[config.mk]
export PLATFORM = sky130hd
export DESIGN_NAME = flash_read_sequencer_flat
export DESIGN_NICKNAME = d
export VERILOG_FILES = /design/src/rtl/flash_seq_pkg.sv /design/src/rtl/flash_read_sequencer_if.sv /design/src/rtl/flash_addr_stepper.sv /design/src/rtl/flash_read_sequencer.sv /design/src/flat_wrapper.sv
export SDC_FILE = /design/constraint.sdc
export NUM_CORES = 1
export LEC_CHECK = 0
export ABC_CLOCK_PERIOD_IN_PS = 6500
export CAP_MARGIN = 5
export CORE_ASPECT_RATIO = 1.25
export CORE_MARGIN = 5
export CORE_UTILIZATION = 39
export CTS_CLUSTER_DIAMETER = 30
export DETAILED_ROUTE_END_ITERATION = 12
export PLACE_DENSITY_LB_ADDON = 0.25
export RECOVER_POWER = 50
export SLEW_MARGIN = 5
export SYNTH_ARGS = -nofsm -noshare
export SYNTH_HDL_FRONTEND = slang
export SYNTH_HIERARCHICAL = 1
export SYNTH_SLANG_ARGS = --single-unit
[constraint.sdc]
create_clock -name clk -period 6.5 [get_ports clk]
set_clock_uncertainty 0.15 [all_clocks]
set_input_delay 0.975 -clock clk [delete_from_list [all_inputs] [get_ports clk]]
set_output_delay 0.975 -clock clk [all_outputs]
set_load 0.02 [all_outputs]
[src/rtl/flash_seq_pkg.sv]
// Shared types and default region constants for the flash read sequencer
// and the audio top level.
package flash_seq_pkg;

    localparam int DEF_ADDR_W = 23;

    typedef logic [DEF_ADDR_W-1:0] flash_addr_t;

    localparam flash_addr_t DEF_START_ADDR = 23'h0;
    localparam flash_addr_t DEF_END_ADDR   = 23'h7FFFF;

    typedef enum logic [2:0] {
        IDLE,
        REQ,
        WAIT_DATA,
        HOLD,
        ADVANCE
    } seq_state_t;

endpackage

[src/rtl/flash_read_sequencer_if.sv]
// Avalon-MM read port toward flash plus the word valid/ready stream toward audio_control.
interface flash_read_sequencer_if
    import flash_seq_pkg::*;
#(
    parameter int ADDR_W = DEF_ADDR_W
) ();

    logic              flash_read;
    logic [ADDR_W-1:0] flash_address;
    logic              flash_waitrequest;
    logic [31:0]       flash_readdata;
    logic              flash_readdatavalid;
    logic [31:0]       word_data;
    logic              word_valid;
    logic              word_ready;

    modport master (
        output flash_read, flash_address, word_data, word_valid,
        input  flash_waitrequest, flash_readdata, flash_readdatavalid, word_ready
    );

    modport slave (
        input  flash_read, flash_address, word_data, word_valid,
        output flash_waitrequest, flash_readdata, flash_readdatavalid, word_ready
    );

endinterface

[src/rtl/flash_addr_stepper.sv]
// Combinational next flash address: restart jump, or one step in the
// current direction with wrap-around inside [START_ADDR, END_ADDR].
module flash_addr_stepper
    import flash_seq_pkg::*;
#(
    parameter int                ADDR_W     = DEF_ADDR_W,
    parameter logic [ADDR_W-1:0] START_ADDR = DEF_START_ADDR,
    parameter logic [ADDR_W-1:0] END_ADDR   = DEF_END_ADDR
) (
    input  logic [ADDR_W-1:0] addr,
    input  logic              forward,
    input  logic              restart,
    output logic [ADDR_W-1:0] addr_nxt
);

    always_comb begin
        // NOTE: default assignment first so every path drives addr_nxt and no latch is inferred.
        addr_nxt = addr;
        if (restart) begin
            addr_nxt = forward ? START_ADDR : END_ADDR;
        end else if (forward) begin
            addr_nxt = (addr == END_ADDR) ? START_ADDR : addr + ADDR_W'(1);
        end else begin
            addr_nxt = (addr == START_ADDR) ? END_ADDR : addr - ADDR_W'(1);
        end
    end

endmodule

[src/rtl/flash_read_sequencer.sv]
// Fetches 32-bit audio words from flash one at a time and presents each to
// audio_control over valid/ready; owns address, direction, pause and restart.
module flash_read_sequencer
    import flash_seq_pkg::*;
#(
    parameter int                ADDR_W     = DEF_ADDR_W,
    parameter logic [ADDR_W-1:0] START_ADDR = DEF_START_ADDR,
    parameter logic [ADDR_W-1:0] END_ADDR   = DEF_END_ADDR
) (
    input  logic clk,
    input  logic reset_n,
    input  logic play,
    input  logic forward,
    input  logic restart,
    output logic busy,
    flash_read_sequencer_if.master bus
);

    seq_state_t        state, state_nxt;
    logic [ADDR_W-1:0] addr, addr_nxt;
    logic [31:0]       word_q;
    logic              restart_pend;
    logic              discard;

    // A restart seen now or earlier in this transaction cancels the word and jumps the address.
    assign discard = restart_pend | restart;

    flash_addr_stepper #(
        .ADDR_W     (ADDR_W),
        .START_ADDR (START_ADDR),
        .END_ADDR   (END_ADDR)
    ) u_stepper (
        .addr     (addr),
        .forward  (forward),
        .restart  (discard),
        .addr_nxt (addr_nxt)
    );

    // NOTE: sequential state uses non-blocking assignments so all flops update together.
    always_ff @(posedge clk or negedge reset_n) begin
        if (!reset_n) state <= IDLE;
        else          state <= state_nxt;
    end

    always_comb begin
        state_nxt = state;
        unique case (state)
            IDLE:      if (!restart && play)                state_nxt = REQ;
            REQ:       if (!bus.flash_waitrequest)           state_nxt = WAIT_DATA;
            WAIT_DATA: if (bus.flash_readdatavalid)         state_nxt = discard ? ADVANCE : HOLD;
            HOLD:      if (restart || bus.word_ready)        state_nxt = ADVANCE;
            ADVANCE:                                         state_nxt = play ? REQ : IDLE;
            default:                                         state_nxt = IDLE;
        endcase
    end

    always_comb begin
        bus.flash_read = (state == REQ);
        bus.word_valid = (state == HOLD);
        busy           = (state == REQ) || (state == WAIT_DATA);
    end

    assign bus.flash_address = addr;
    assign bus.word_data     = word_q;

    // Address moves only on an idle restart or in ADVANCE, so it stays frozen while paused.
    always_ff @(posedge clk or negedge reset_n) begin
        if (!reset_n) begin
            addr         <= START_ADDR;
            word_q       <= '0;
            restart_pend <= 1'b0;
        end else begin
            if ((state == IDLE && restart) || state == ADVANCE)
                addr <= addr_nxt;

            if (state == WAIT_DATA && bus.flash_readdatavalid)
                word_q <= bus.flash_readdata;

            if (state == ADVANCE)
                restart_pend <= 1'b0;
            else if (restart && (state == REQ || state == WAIT_DATA || state == HOLD))
                restart_pend <= 1'b1;
        end
    end

endmodule

[src/flat_wrapper.sv]
// flat-port wrapper written by rule: the top's interface ports become plain ports
module flash_read_sequencer_flat import flash_seq_pkg::*;
#(
    parameter int                ADDR_W     = DEF_ADDR_W,
    parameter logic [ADDR_W-1:0] START_ADDR = DEF_START_ADDR,
    parameter logic [ADDR_W-1:0] END_ADDR   = DEF_END_ADDR
)
  (clk, reset_n, play, forward, restart, busy, bus_flash_read, bus_flash_address, bus_word_data, bus_word_valid, bus_flash_waitrequest, bus_flash_readdata, bus_flash_readdatavalid, bus_word_ready);
  flash_read_sequencer_if #(.ADDR_W(ADDR_W)) bus_i ();
  input  logic clk;
  input  logic reset_n;
  input  logic play;
  input  logic forward;
  input  logic restart;
  output logic busy;
  output wire logic [$bits(bus_i.flash_read)-1:0] bus_flash_read;
  output wire logic [$bits(bus_i.flash_address)-1:0] bus_flash_address;
  output wire logic [$bits(bus_i.word_data)-1:0] bus_word_data;
  output wire logic [$bits(bus_i.word_valid)-1:0] bus_word_valid;
  input wire logic [$bits(bus_i.flash_waitrequest)-1:0] bus_flash_waitrequest;
  input wire logic [$bits(bus_i.flash_readdata)-1:0] bus_flash_readdata;
  input wire logic [$bits(bus_i.flash_readdatavalid)-1:0] bus_flash_readdatavalid;
  input wire logic [$bits(bus_i.word_ready)-1:0] bus_word_ready;
  assign bus_flash_read = bus_i.flash_read;
  assign bus_flash_address = bus_i.flash_address;
  assign bus_word_data = bus_i.word_data;
  assign bus_word_valid = bus_i.word_valid;
  assign bus_i.flash_waitrequest = bus_flash_waitrequest;
  assign bus_i.flash_readdata = bus_flash_readdata;
  assign bus_i.flash_readdatavalid = bus_flash_readdatavalid;
  assign bus_i.word_ready = bus_word_ready;
  flash_read_sequencer #(.ADDR_W(ADDR_W), .START_ADDR(START_ADDR), .END_ADDR(END_ADDR)) u_core (.clk(clk), .reset_n(reset_n), .play(play), .forward(forward), .restart(restart), .busy(busy), .bus(bus_i));
endmodule
* After elaboration in Yosys (flattened, before gate mapping)
Cells that the tools add are included.
W data, S select, Z words.
** Cells by class
- Add/subtract/negate cells :: 2
- Eq/ne operators :: 9
- Multiplexer cells :: 14
- Bitwise operators :: 1
- Reductions and logical operators :: 13
** Operators with widths (number)
- $mux W23 :: 4
- $add A23 B1 Y23 const B :: 1
- $eq A23 B19 Y1 const B :: 1
- $logic_not A23 Y1 :: 1
- $sub A23 B1 Y23 const B :: 1
- $mux W19 :: 1
- $mux W3 :: 5
- $pmux W3 S5 :: 1
- $eq A3 B2 Y1 const B :: 2
- $logic_and A1 B1 Y1 :: 4
- $logic_or A1 B1 Y1 :: 4
- $ne A2 B1 Y1 const B :: 2
- $ne A2 B2 Y1 const B :: 2
- $reduce_and A4 Y1 :: 1
- $eq A3 B1 Y1 const B :: 1
- $eq A3 B3 Y1 const B :: 1
- $logic_not A3 Y1 :: 1
- $mux W1 :: 3
- $reduce_bool A2 Y1 :: 1
- $logic_not A1 Y1 :: 1
- $or A1 B1 Y1 :: 1
** Storage, ports and cells
- Register bits after elaboration :: 59
- Input bits :: 40
- Output and inout bits :: 58
- Word-level logic and storage cells :: 43

* Depth between registers and ports, before layout
- Depth in word-level cells :: 6
- Mapped depth :: 9
- Depth with buffers taken out :: 8

* Hierarchy
Netlist, hierarchy kept.
** By module, submodules not included
- flash_read_sequencer :: instances 1, cells each 151, area an instance 2454.9 sq um, seq. area each 1476.4 sq um
- flash_addr_stepper :: instances 1, cells each 217, area an instance 1408.9 sq um, seq. area each 0.0 sq um

* Worst setup path after synthesis
No wires, ideal clock.
- Kind :: input-to-reg
- Start point :: input port restart
- End point :: register u_core.addr[14] (netlist: u_core/bus.flash_address[14])
- Library setup time :: 0.065 ns
- Arrival :: 2.625 ns
- Data required time :: 6.285 ns
- Setup slack :: 3.661 ns
- Cell stages on the path :: 9
- Buffers on the path :: 3
- Cell sequence :: or2_2 -> clkbuf_1 -> nand2b_1 -> clkbuf_1 -> a31oi_2 -> buf_2 -> a31oi_1 -> o211ai_1 -> mux2_4
** Between the ends
- Word-level cells in the longest chain between the ends :: 2
- Elaborated cells on any way between the ends :: 4
- Classes of those cells :: 1 x mux; 1 x bitwise; 2 x reduce/logical
** Ends and longest elaborated chain
- start: declaration :: line flat_wrapper.sv:14 : input logic restart;
- $or A1 B1 Y1 :: line flash_read_sequencer.sv:26 : assign discard = restart_pend | restart;
- $mux W23 :: line flash_addr_stepper.sv:19 : if (restart) begin
- named net u_core.addr_nxt[14] :: line flash_read_sequencer.sv:20 : logic [ADDR_W-1:0] addr, addr_nxt;
- end signal: assignment :: line flash_read_sequencer.sv:74 : addr <= addr_nxt;
- end: declaration :: line flash_read_sequencer.sv:20
The timed path passes the listed nets, and every way through them passes these cells.
A chain may end at the register's enable or synchronous reset.

==> results.txt <==
----------------------------------------------------
[Synth]
  Avg Cell Area, Syn ... 10.5 um2
  Post-Syn Area ... 3860 um2
  Syn nets ... 411
  Cell taking the most area after synthesis ... sky130_fd_sc_hd__dfrtp_1
  Share of Yosys cell area claimed by the top area cell type ... 0.382
  Number of unique standard cell types used by synthesis ... 64
  Top cells by area, synth ... sky130_fd_sc_hd__dfrtp_1 38%, sky130_fd_sc_hd__mux2_2 9.6%, sky130_fd_sc_hd__mux2_4 7.8%
  Prevailing post-synth register cell ... sky130_fd_sc_hd__dfrtp_1
  Share of synthesized area occupied by flip-flops and latches ... 0.382
  Register bit total from synthesis ... 59
  Post-synth EDFFs ... 0
  Yosys Warn Count ... 6
  Gate count after technology mapping ... 368
  Ys async rst share ... 1.00

[Detailed routing]
  1st-iter DRT viols ... 356
  Number of detailed-route iterations in the first pass ... 4
  Number of remaining DRC errors ... 0
  Routed wire per std cell ... 17.2 um
  Total vias in the final route ... 3289
  Via-to-Cell Ratio ... 5.68
  Count of nets left with antenna violations after detail routing ... 0
  DRT Wirelength ... 9970 um

[Critical path]
  Number of cells on the worst reg-to-reg path ... 8
  Class of the most critical setup path ... in2async
  CP max stage cell ... sky130_fd_sc_hd__clkbuf_1
  Reg-to-reg setup timing slack ... 3710 ps
  Combined buffer and inverter count along the critical path ... 2
  Series of cell instances along the critical path ... buf_2 > clkbuf_1
  Kind of start point of the critical path ... input port
  R2R Path Start ... u_core/bus.flash_address[0]$_DFFE_PN0P_
  Signal arrival time at the worst endpoint ... 3320 ps
  CP max FO ... 59
  Crit end category ... asynchronous set/reset pin
  Critical R2R Capture ... u_core/bus.flash_address[15]$_DFFE_PN0P_
  Delay-heaviest family, CP ... buffers and inverters
  Worst EP required ... 6070 ps
  Cell depth of the worst setup path ... 2
  Largest stage delay on the critical path ... 2220 ps

[GRT]
  Global route total overflow ... 0
  Number of global-route vias before repair ... 3065
  Antenna violations before repair ... 0
  Maximum number of pins on one net before global-route repair ... 60
  Global-route usage over all layers ... 0.165
  Wire length of the first global-routing pass ... 16200 um

[Power and ir drop]
  Maximum vdd ir drop ... 0.161 mV
  Pwr Total ... 2.44 mW
  Leakage dissipation ... 1.95 nW
  Total power per unit cell area ... 479 nW/um2

[Placement]
  Worst setup slack before clock tree synthesis ... 2660 ps
  Detailed placement HPWL ... 6830 um
  Count of port buffers added during placement ... 97
  Global placer's final weighted congestion ... 0.864

[CTS]
  Post-cts repair resize count ... 0
  Clock tree root buffer cell ... sky130_fd_sc_hd__clkbuf_16
  CTS clk-pin slew, worst paths ... 50 ps
  Buffers inserted during post-CTS setup optimization ... 0
  Clock network latency to the later pin of the worst-skew pair ... 320 ps
  Clock tree buffer depth ... 2
  CTS sink cnt ... 59
  Maximum level of the CTS H-tree ... 3
  Total CTS buffers ... 9
  Clock tree from TritonCTS ... yes
  Number of hold-repair buffers added at the cts stage ... 0

[Timing]
  Final-layout setup total negative slack ... 0 ps
  Time the final worst path needs with I/O delays and setup ... 3750 ps
  Final Hold Fails ... 0
  Part of the cycle the worst path needs ... 0.577
  Actual transition at the worst max-transition pin ... 3170 ps
  Final-report setup violation count ... 0
  Setup repair after global routing missed its margin ... no
  Slack of the critical path ... 2750 ps
  Worst-case hold slack ... 329 ps
  Final-report max-slew violation count ... 60
  F_max ... 267 MHz
  Headroom to the max-slew limit ... -1.11

[Floorplanning]
  Area inside the core boundary ... 9660 um2
  DIE AREA ... 12000 um2
  Row cnt ... 40
  Height of the die ... 121 um
  Die Span X ... 99.0 um
  Initial Util ... 0.400
  Number of top-level pins ... 98

[Run status]
  Result of the run ... complete, but fails checks
  Violated checks ... capacitance limit, slew limit

[Min path]
  Number of stages on the worst hold path ... 1
  Class of the worst hold path ... reg2reg
  Worst min-delay path startpoint ... u_core/bus.word_data[30]$_DFFE_PN0P_
  Endpoint of the worst hold-timing path ... u_core/bus.word_data[30]$_DFFE_PN0P_

[Layout]
  Fraction of layout cells with a size suffix above 1 ... 0.214
  Net count, final ... 491
  Layout overhead on the synthesized area ... 32.0%
  Post-Route Utilization ... 0.528
  Number of inserted filler cells in the final layout ... 852
  Number of antenna diodes ... 0
  Multi-input gate area ... 2160 um2
  Flip-flop and latch area ... 1480 um2

[Run]
  Reported max-cap violation count ... 1

----------------------------------------------------
-- report_power, final --
group / switching, mW / total (mW) / internal (mW)
logic: 0.588 / 1.22 / 0.634
clock network: 0.166 / 0.443 / 0.277
registers: 0.240 / 0.776 / 0.536
-- placed cells by master (no fill, tap or decap), drive strengths merged, types with 3 or more instances in the layout --
cell           count
a211oi             5
a21oi             11
a221oi             5
a31oi              6
a41oi              3
and3              12
buf                5
clkbuf            13
clkdlybuf4s50     70
dfrtp             59
dlygate4sd3       26
ha                 3
inv                5
mux2              55
nand2             11
nand2b             4
nand3             13
nand4              8
nor2              22
nor2b              4
nor3              17
nor3b              4
nor4               4
nor4b              5
o21ai             19
o221ai             6
o22ai              3
or2                3
or3                3
or4                3
xnor2              6
xor2              11
-- final cells by class --
type | count | share of cell area
Multi-Input combinational cell | 271 | 0.425
Sequential cell | 59 | 0.290
Timing Repair Buffer | 102 | 0.196
Clock buffer | 12 | 0.0503
Tap cell | 126 | 0.0309
Clock inverter | 4 | 0.00491
Inverter | 5 | 0.00368
-- worst max-delay path by stage --
| stage | start | end | slack, ps |
|---|---|---|---|
| finish | reset_n | u_core/bus.flash_address[16]$_DFFE_PN0P_ | 2750 |
| global route | reset_n | u_core/bus.flash_address[16]$_DFFE_PN0P_ | 2010 |
| CTS | restart | u_core/bus.flash_address[15]$_DFFE_PN0P_ | 2990 |
| detailed placement | restart | u_core/bus.flash_address[15]$_DFFE_PN0P_ | 2660 |
| global placement | restart | u_core/bus.flash_address[5]$_DFFE_PN0P_ | 2740 |
| floorplan | restart | u_core/bus.flash_address[14]$_DFFE_PN0P_ | 3660 |
-- cells by family after synthesis --
| kind of cell | after synthesis | synth area share |
|---|---|---|
| AND/OR/NAND/NOR | 120 | 0.193 |
| AO/OA/AOI/OAI | 75 | 0.138 |
| flip-flops | 59 | 0.382 |
| multiplexers | 56 | 0.182 |
| buffers and inverters | 38 | 0.0560 |
| XOR/XNOR | 17 | 0.0385 |
| adder cells (fa/ha/maj) | 3 | 0.00972 |
-- cells in the mapped netlist (all sizes together) (5+ instances only) --
master   n
mux2    55
a21oi   11
xor2    11
a31oi    6
and3    12
dfrtp   59
xnor2    6
o21ai   19
a221oi   5
buf     17
nand4    8
nor4b    5
inv      5
nand3   13
nor3    17
nor2    22
clkbuf  16
o221ai   6
nand2   11
a211oi   5
-- metal layers --
| metal | wire (um) | track usage | vias to the layer above |
|---|---|---|---|
| met5 | 0 | 0 | - |
| met4 | 115 | 0.0658 | 0 |
| met2 | 4690 | 0.254 | 128 |
| li1 | - | - | 1540 |
| met1 | 4380 | 0.223 | 1609 |
| met3 | 790 | 0.0391 | 12 |
-- state kept, by name, summed over array words and instances (netlist names) --
signal,flops
u_core/bus.flash_address,23
u_core/bus.word_data,32
u_core/restart_pend,1
u_core/state,3
-- stage by stage --
| step | std cells | cell area, um2 |
|---|---|---|
| final | 579 | 5100 |
| after detailed placement | 563 | 4830 |
| after CTS | 579 | 5110 |
| after global routing | 579 | 5100 |
| after floorplan | 368 | 3860 |
| after global placement | 563 | 4830 |
Note: power is estimated with default switching activity, not from simulation.
==> edit (same flow settings) <==
The package constant `DEF_ADDR_W` goes from 23 to 21.
--- a/src/rtl/flash_seq_pkg.sv
+++ b/src/rtl/flash_seq_pkg.sv
@@ -3,5 +3,5 @@
 package flash_seq_pkg;
 
-    localparam int DEF_ADDR_W = 23;
+    localparam int DEF_ADDR_W = 21;
 
     typedef logic [DEF_ADDR_W-1:0] flash_addr_t;
Interface: changed (resized bus_flash_address); port bits go from 98 to 96. No check against the original RTL was run, so the function may have changed too.
==> edit against the original RTL <==
- the run still ends with max-capacitance violations, max-slew violations left
- sequential cell count decreased by 2
- register-to-register slack got worse by 0.26 ns
- final area fell by 8.7%
- count of clock-buffer cells in the layout up 2
- global-route usage rose by 2.4 points
- largest cell class unchanged
- worst setup slack better by 0.063 ns
- wire length fell by 3.2%
- via count decreased by 4.1%
- total power shrank 9.6%
- area after synthesis fell by 9.7%
- combinational power fell by 8%
==> edit: results (changes against the original RTL) <==
[drt]
totalWireLength_um = 9660  ; was 9970 um
drt_iter0_drc = 198  ; was 356
viasPerCell = 5.77  ; was 5.68
first_pass_iters = 7  ; was 4

[synth]
synth_nets = 376  ; was 411
synthCells = 334  ; was 368
synth_commonest_cells = sky130_fd_sc_hd__dfrtp_1, sky130_fd_sc_hd__mux2_2, sky130_fd_sc_hd__nor2_1, sky130_fd_sc_hd__nor3_1, sky130_fd_sc_hd__o21ai_0  ; was sky130_fd_sc_hd__dfrtp_1, sky130_fd_sc_hd__mux2_2, sky130_fd_sc_hd__mux2_4, sky130_fd_sc_hd__nor2_1, sky130_fd_sc_hd__o21ai_0
number_of_library_cell_types_mapped_by_synthesis = 61  ; was 64

[grt]
track_usage_pct = 18.9  ; was 16.5%
grt_first_pass_wirelength_um = 16300  ; was 16200 um
vias_in_the_first_global_route = 3343  ; was 3065

[clocking]
ctsRootBufferMaster = sky130_fd_sc_hd__clkbuf_8  ; was sky130_fd_sc_hd__clkbuf_16

[power]
p_leak_uw = 0.00178  ; was 0.00195 uW
vdd_drop_max_mv = 0.273  ; was 0.161 mV

[status]
run_status = complete, but fails checks  ; unchanged
failed_checks = max-capacitance violations, max-slew violations  ; unchanged

[timing]
slew_viol_final = 91  ; was 60
whs_ns = 0.350  ; was 0.329 ns
tightestPinTransition_ns = 3.14  ; was 3.17 ns

[placed_design]
gp_congestion = 0.899  ; was 0.864
numPlacedInstances = 531  ; was 563
post-place-ws_ns = 2.65  ; was 2.66 ns

[setup_path]
arrival_ns = 3.29  ; was 3.32 ns
r2r.worst_path.cells = 7  ; was 8
crit_fanout = 57  ; was 59

[worst_hold_path]
holdPathEnd = u_core/bus.word_data[28]  ; was u_core/bus.word_data[30]

[final_layout]
fillerInstances = 789  ; was 852
final_instance_count_without_filler_cells = 547  ; was 579
drive_above_1_share_pct = 19.0  ; was 21.4%

[run]
maxCapViolCount = 2  ; was 1

[edit: worst max-delay path by stage]
stage,start,end,cells past startpoint
after global routing,reset_n,u_core/bus.word_data[3],2
after floorplan,restart,u_core/bus.flash_address[11],8
final,reset_n,u_core/bus.word_data[3],2
after global placement,restart,u_core/bus.flash_address[14],8
after detailed placement,restart,u_core/bus.flash_address[14],8
after CTS,restart,u_core/bus.flash_address[14],8
[edit: cell type report]
type	count	area share [%]
timing repair buffer	99	20.8
tap	120	3.23
clock buffer	14	3.71
sequential	57	30.6
clock inverter	2	0.753
multi-input combinational	244	40.0
inverter	11	0.887
[edit: worst register-to-register path: cells and delay by family (launching register included)]
family | cells | cell delay, ns
mux | 1 | 0.16
buf+inv | 1 | 0.32
simple gates | 3 | 1.31
compound gates | 2 | 0.58
flops | 1 | 0.48
[edit: layer usage]
metal	track usage [%]	share of wire, %	up-vias	wire [um]
met4	8.47	2.5	0	238
met3	7.86	11	22	1100
met2	29.6	48	175	4590
met5	0	0	-	0
met1	22.8	39	1504	3730
li1	-	-	1453	-
[edit: cell families (layout without fill, tap and decap cells)]
family / Yosys count / after routing / synth area share (%)
mux: 56 / 56 / 18.3
fa+ha+maj: 2 / 2 / 0.717
buf+inv: 33 / 126 / 5.27
simple gates: 109 / 109 / 18.1
xor+xnor: 7 / 7 / 1.76
compound gates: 70 / 70 / 14.9
flops: 57 / 57 / 40.9
[edit: where the power goes]
group | internal [uW] | switching (uW) | total (uW)
sequential | 524 | 211 | 735
clock | 208 | 142 | 350
combinational | 586 | 535 | 1120
total | 1320 | 887 | 2210
